**config.mk**
```make
export PLATFORM = sky130hd
export DESIGN_NAME = jk_excite_driver
export DESIGN_NICKNAME = d
export VERILOG_FILES = /design/src/rtl/jk_pkg.sv /design/src/rtl/jk_excite_enc.sv /design/src/rtl/jk_excite_driver.sv
export SDC_FILE = /design/constraint.sdc
export NUM_CORES = 1
export LEC_CHECK = 0
export CAP_MARGIN = 20
export CORE_ASPECT_RATIO = 1.4
export CORE_MARGIN = 5
export CORE_UTILIZATION = 40
export CTS_BUF_LIST = sky130_fd_sc_hd__clkbuf_4 sky130_fd_sc_hd__clkbuf_8
export DETAILED_ROUTE_END_ITERATION = 8
export GPL_TIMING_DRIVEN = 0
export PLACE_DENSITY = 0.7
export SYNTH_ARGS = -nofsm -noshare
export SYNTH_HDL_FRONTEND = slang
export SYNTH_SLANG_ARGS = --single-unit
```
**constraint.sdc**
```tcl
create_clock -name clk -period 2 [get_ports clk]
set_clock_uncertainty 0.2 [all_clocks]
set_input_delay 0.4 -clock clk [delete_from_list [all_inputs] [get_ports clk]]
set_output_delay 0.4 -clock clk [all_outputs]
set_load 0.005 [all_outputs]
```
**src/rtl/jk_pkg.sv**
```systemverilog
// Shared types and constants for the JK excitation driver.
package jk_pkg;

  typedef enum logic [1:0] {
    ST_IDLE  = 2'd0,
    ST_DRIVE = 2'd1,
    ST_CHECK = 2'd2
  } jk_state_e;

  localparam int JK_DC_HOLD   = 0;
  localparam int JK_DC_TOGGLE = 1;

  localparam int ERR_W = 16;

endpackage

```
**src/rtl/jk_excite_enc.sv**
```systemverilog
// Combinational JK excitation: J/K that move each flip-flop from cur to nxt.
module jk_excite_enc
  import jk_pkg::*;
#(
  parameter int WIDTH     = 8,
  parameter int DC_POLICY = JK_DC_HOLD
) (
  input  logic [WIDTH-1:0] cur,
  input  logic [WIDTH-1:0] nxt,
  output logic [WIDTH-1:0] j_next,
  output logic [WIDTH-1:0] k_next
);

  // Don't-care inputs resolved to 0 (hold) or to 1 (toggle).
  always_comb begin
    j_next = {WIDTH{1'b0}};
    k_next = {WIDTH{1'b0}};
    if (DC_POLICY == JK_DC_TOGGLE) begin
      j_next = cur | nxt;
      k_next = ~(cur & nxt);
    end else begin
      j_next = ~cur & nxt;
      k_next = cur & ~nxt;
    end
  end

endmodule

```
**src/rtl/jk_excite_driver.sv**
```systemverilog
// Drives a JK flip-flop bank toward a stream of target words, verifying Q
// feedback after each update and counting mismatches.
module jk_excite_driver
  import jk_pkg::*;
#(
  parameter int WIDTH     = 8,
  parameter int DC_POLICY = JK_DC_HOLD,
  parameter int CHECK_EN  = 1
) (
  input  logic             clk,
  input  logic             rst,
  input  logic             tgt_valid,
  output logic             tgt_ready,
  input  logic [WIDTH-1:0] tgt_data,
  input  logic [WIDTH-1:0] q_fb,
  output logic [WIDTH-1:0] j,
  output logic [WIDTH-1:0] k,
  output logic             busy,
  output logic             done,
  output logic             mismatch,
  output logic [ERR_W-1:0] err_cnt
);

  jk_state_e        state_q, state_d;
  logic [WIDTH-1:0] tgt_q, tgt_d;
  logic [WIDTH-1:0] shadow_q, shadow_d;
  logic [WIDTH-1:0] j_q, j_d, k_q, k_d;
  logic             done_q, done_d;
  logic             mismatch_q, mismatch_d;
  logic [ERR_W-1:0] err_cnt_q, err_cnt_d;
  logic [WIDTH-1:0] j_enc_s, k_enc_s;

  jk_excite_enc #(
    .WIDTH     (WIDTH),
    .DC_POLICY (DC_POLICY)
  ) u_enc (
    .cur    (shadow_q),
    .nxt    (tgt_data),
    .j_next (j_enc_s),
    .k_next (k_enc_s)
  );

  assign tgt_ready = (state_q == ST_IDLE);
  assign busy      = ~tgt_ready;
  assign j         = j_q;
  assign k         = k_q;
  assign done      = done_q;
  assign mismatch  = mismatch_q;
  assign err_cnt   = err_cnt_q;

  // Next-state logic; j/k default to zero so the bank holds outside DRIVE.
  always_comb begin
    state_d    = state_q;
    tgt_d      = tgt_q;
    shadow_d   = shadow_q;
    j_d        = {WIDTH{1'b0}};
    k_d        = {WIDTH{1'b0}};
    done_d     = 1'b0;
    mismatch_d = 1'b0;
    err_cnt_d  = err_cnt_q;
    case (state_q)
      ST_IDLE: begin
        if (tgt_valid) begin
          tgt_d   = tgt_data;
          j_d     = j_enc_s;
          k_d     = k_enc_s;
          state_d = ST_DRIVE;
        end else begin
          state_d = ST_IDLE;
        end
      end
      ST_DRIVE: begin
        state_d = ST_CHECK;
      end
      ST_CHECK: begin
        done_d  = 1'b1;
        state_d = ST_IDLE;
        // On a mismatch, trust the bank rather than the intended target.
        if ((CHECK_EN != 0) && (q_fb != tgt_q)) begin
          mismatch_d = 1'b1;
          shadow_d   = q_fb;
          if (err_cnt_q != {ERR_W{1'b1}}) begin
            err_cnt_d = err_cnt_q + {{(ERR_W-1){1'b0}}, 1'b1};
          end else begin
            err_cnt_d = err_cnt_q;
          end
        end else begin
          shadow_d = tgt_q;
        end
      end
      default: begin
        state_d = ST_IDLE;
      end
    endcase
  end

  // State and registered outputs.
  always_ff @(posedge clk or posedge rst) begin
    if (rst) begin
      state_q    <= ST_IDLE;
      tgt_q      <= {WIDTH{1'b0}};
      shadow_q   <= {WIDTH{1'b0}};
      j_q        <= {WIDTH{1'b0}};
      k_q        <= {WIDTH{1'b0}};
      done_q     <= 1'b0;
      mismatch_q <= 1'b0;
      err_cnt_q  <= {ERR_W{1'b0}};
    end else begin
      state_q    <= state_d;
      tgt_q      <= tgt_d;
      shadow_q   <= shadow_d;
      j_q        <= j_d;
      k_q        <= k_d;
      done_q     <= done_d;
      mismatch_q <= mismatch_d;
      err_cnt_q  <= err_cnt_d;
    end
  end

endmodule
```
==> flow_summary.ini <==
[power_and_ir_drop]
p_total_mw = 2.88
p_per_area_nw_per_um2 = 955
ir_drop_uv = 624
p_leak_nw = 1.33

[sta]
worstMarginPinSlew_ns = 0.513
fin_crit_ns = 1.95
setup_tns_ns = 0
rsz0062_at_grt = yes
slew_headroom_pct = 65.8
setup_ws_ns = 0.0489
layout_worst_path_cycle_share_pct = 97.6
hold_violations = 0
final_max_slew_viol_count = 0
setup_violations = 0
max_freq_ghz = 0.513

[die]
die_area_um2 = 6980
num_rows = 31
initial_core_util_pct = 41.5
chipWidth_um = 72.0
num_io_pins = 55
die_h_um = 96.9
core-area_um2 = 5200

[setup_path]
r2r_setup_slack_ns = 0.05
cp-end-kind = output port
r2r-start = err_cnt[0]$_DFFE_PP0P_
path_max_fanout = 4
critPathKind = reg -> out
cp.required_ns = 1.40
startpoint_type = flop
startpoint = err_cnt[0]$_DFFE_PP0P_
critPathArrivalTime_ns = 1.35

[clock_tree]
tritoncts = yes
clk_pin_slew_ns = 0.09
cts_made_buffers = 5
root_buffer = clkbuf_8
htreeDepth = 2
clock_latency_ns = 0.30
cts_hold_buf = 0
cts.sinks = 52
clk_path_buf_depth = 2

[layout]
multi_input_area_um2 = 850
drive_gt1_share_pct = 21.6
fillers = 459
register_area_um2 = 1300
area_growth_pct = 40.0
design_area_um2 = 3020
fin_util_pct = 58.1
nets = 250
antenna-diode-count = 0

[drt]
wire_per_inst_um = 15.0
antenna_left = 0
drc = 0
finalWirelength_mm = 4.45
drt-pass1-iter-count = 3
first_iter_violations = 54
vias = 1473
drt-vias-per-instance = 4.96

[synth]
synthTopCellsByCount = dfrtp_1, mux2_2, nor3b_1
async_reset_ff_share_pct = 100
synth_xor_area_share_pct = 8.94
synth_fp_nets = 182
syn_inst = 162
synth_area_leader_cell = dfrtp_1
ys_warn_count = 0
ys_types = 24
synth.most_common_cell = dfrtp_1
synth_top_family_by_area = simple AND/OR/NAND/NOR gates
muxShareOfSynthArea_pct = 9.58
ys_ff_latch = 52
synth_fa_ha_area_share_pct = 0.580
synth_top_area_share_pct = 60.4
netlist_area_um2 = 2160
synth_top_flop_cell = dfrtp_1
synth_seq_area_share_pct = 60.4
synth_area_leaders = dfrtp_1, mux2_2, nor3b_1, xor2_1, xnor2_1
avgSynthCellArea_um2 = 13.3
synth_compound_area_share_pct = 0.754
synth_enable_flop_cells = 0
synthSimpleGateAreaFrac_pct = 17.2

[placement]
routabilityCongestion = 0.788
post-dp-hpwl_mm = 3.15
dp_slack_ns = -0.324
port_buffers = 54
dpl_cell_area_um2 = 2800

[grt]
grt_pass1_wl_mm = 7.60
grt_pass1_vias = 1591
groute.usage.overall_pct = 13.8
grt_max_degree = 30
gr-total-overflow = 0
antenna_found_initial = 0

[status]
status = complete, no violations

[job]
cap_violations = 0

[hold_path]
hold_class = in -> async
-- critical path, cell delays in order, from the launching register on --
cell             delay [ns]
dfrtp_1                0.40
buf_4                  0.15
clkdlybuf4s50_1        0.49
-- through the flow --
stage / std cells / hold WS (ns)
floorplan: 162 / 0.217
global placement: 282 / 0.231
detailed placement: 283 / 0.235
CTS: 295 / 0.250
global route: 297 / 0.277
finish: 297 / 0.244
-- final timing paths --
kind,end,cells after the start
worst max-delay path,err_cnt[0],2
worst min-delay path,done$_DFF_PP0_,2
worst max register to register,err_cnt[9]$_DFFE_PP0P_,7
worst min register to register,j[6]$_DFF_PP0_,1
max in group asynchronous,err_cnt[10]$_DFFE_PP0P_,3
min in group clk,j[6]$_DFF_PP0_,1
-- cell type report --
type,count,share of cell area [%]
multi-input cells,101,28.2
clock inverters,2,1.16
clock buffers,6,2.53
flip-flops and latches,52,43.2
repair buffers,61,20.4
inverters,4,0.498
plain buffers,5,1.41
well taps,66,2.74
-- where the power goes --
part           internal, mW  total (mW)  switching (mW)  leakage (nW)
Combinational         0.479       0.745           0.267         0.601
Sequential             1.25        1.42           0.166         0.673
Clock                 0.385       0.719           0.333        0.0586
-- registers in the layout, summed over array words and instances (netlist names) --
register and count:
shadow_q 8, mismatch 1, err_cnt 16, tgt_q 8
state_q 2, j 8, k 8, done 1
-- layout by cell type (no fill, tap or decap), types with 6 or more instances in the layout --
cell type and instances:
clkdlybuf4s50_1 52, dfrtp_1 51, nor3b_1 17, mux2_2 17, xor2_1 14, xnor2_1 8
nand2_1 8, nor3_1 6
-- layer usage --
metal	part of all wire (%)	track usage, %	wire (µm)
met5	0	0	0
met4	1.4	5.21	61
met3	6.9	3.73	306
met2	53	22.7	2350
met1	39	16.9	1730
-- kinds of logic after synthesis --
| logic type | after synthesis |
|---|---|
| compound gates | 1 |
| xor+xnor | 22 |
| fa+ha+maj | 1 |
| buf+inv | 9 |
| flops | 52 |
| mux | 18 |
| simple gates | 59 |
-- repair_timing --
item                                    in CTS  in global routing
endpoints found under the setup margin      18                 17
resized for setup                            6                  8
cloned                                       1                  0
setup buffers                                3                  2
pin swaps                                    0                  4
endpoints found under the hold margin        0                  0
Note: power is estimated with default switching activity, not from simulation.
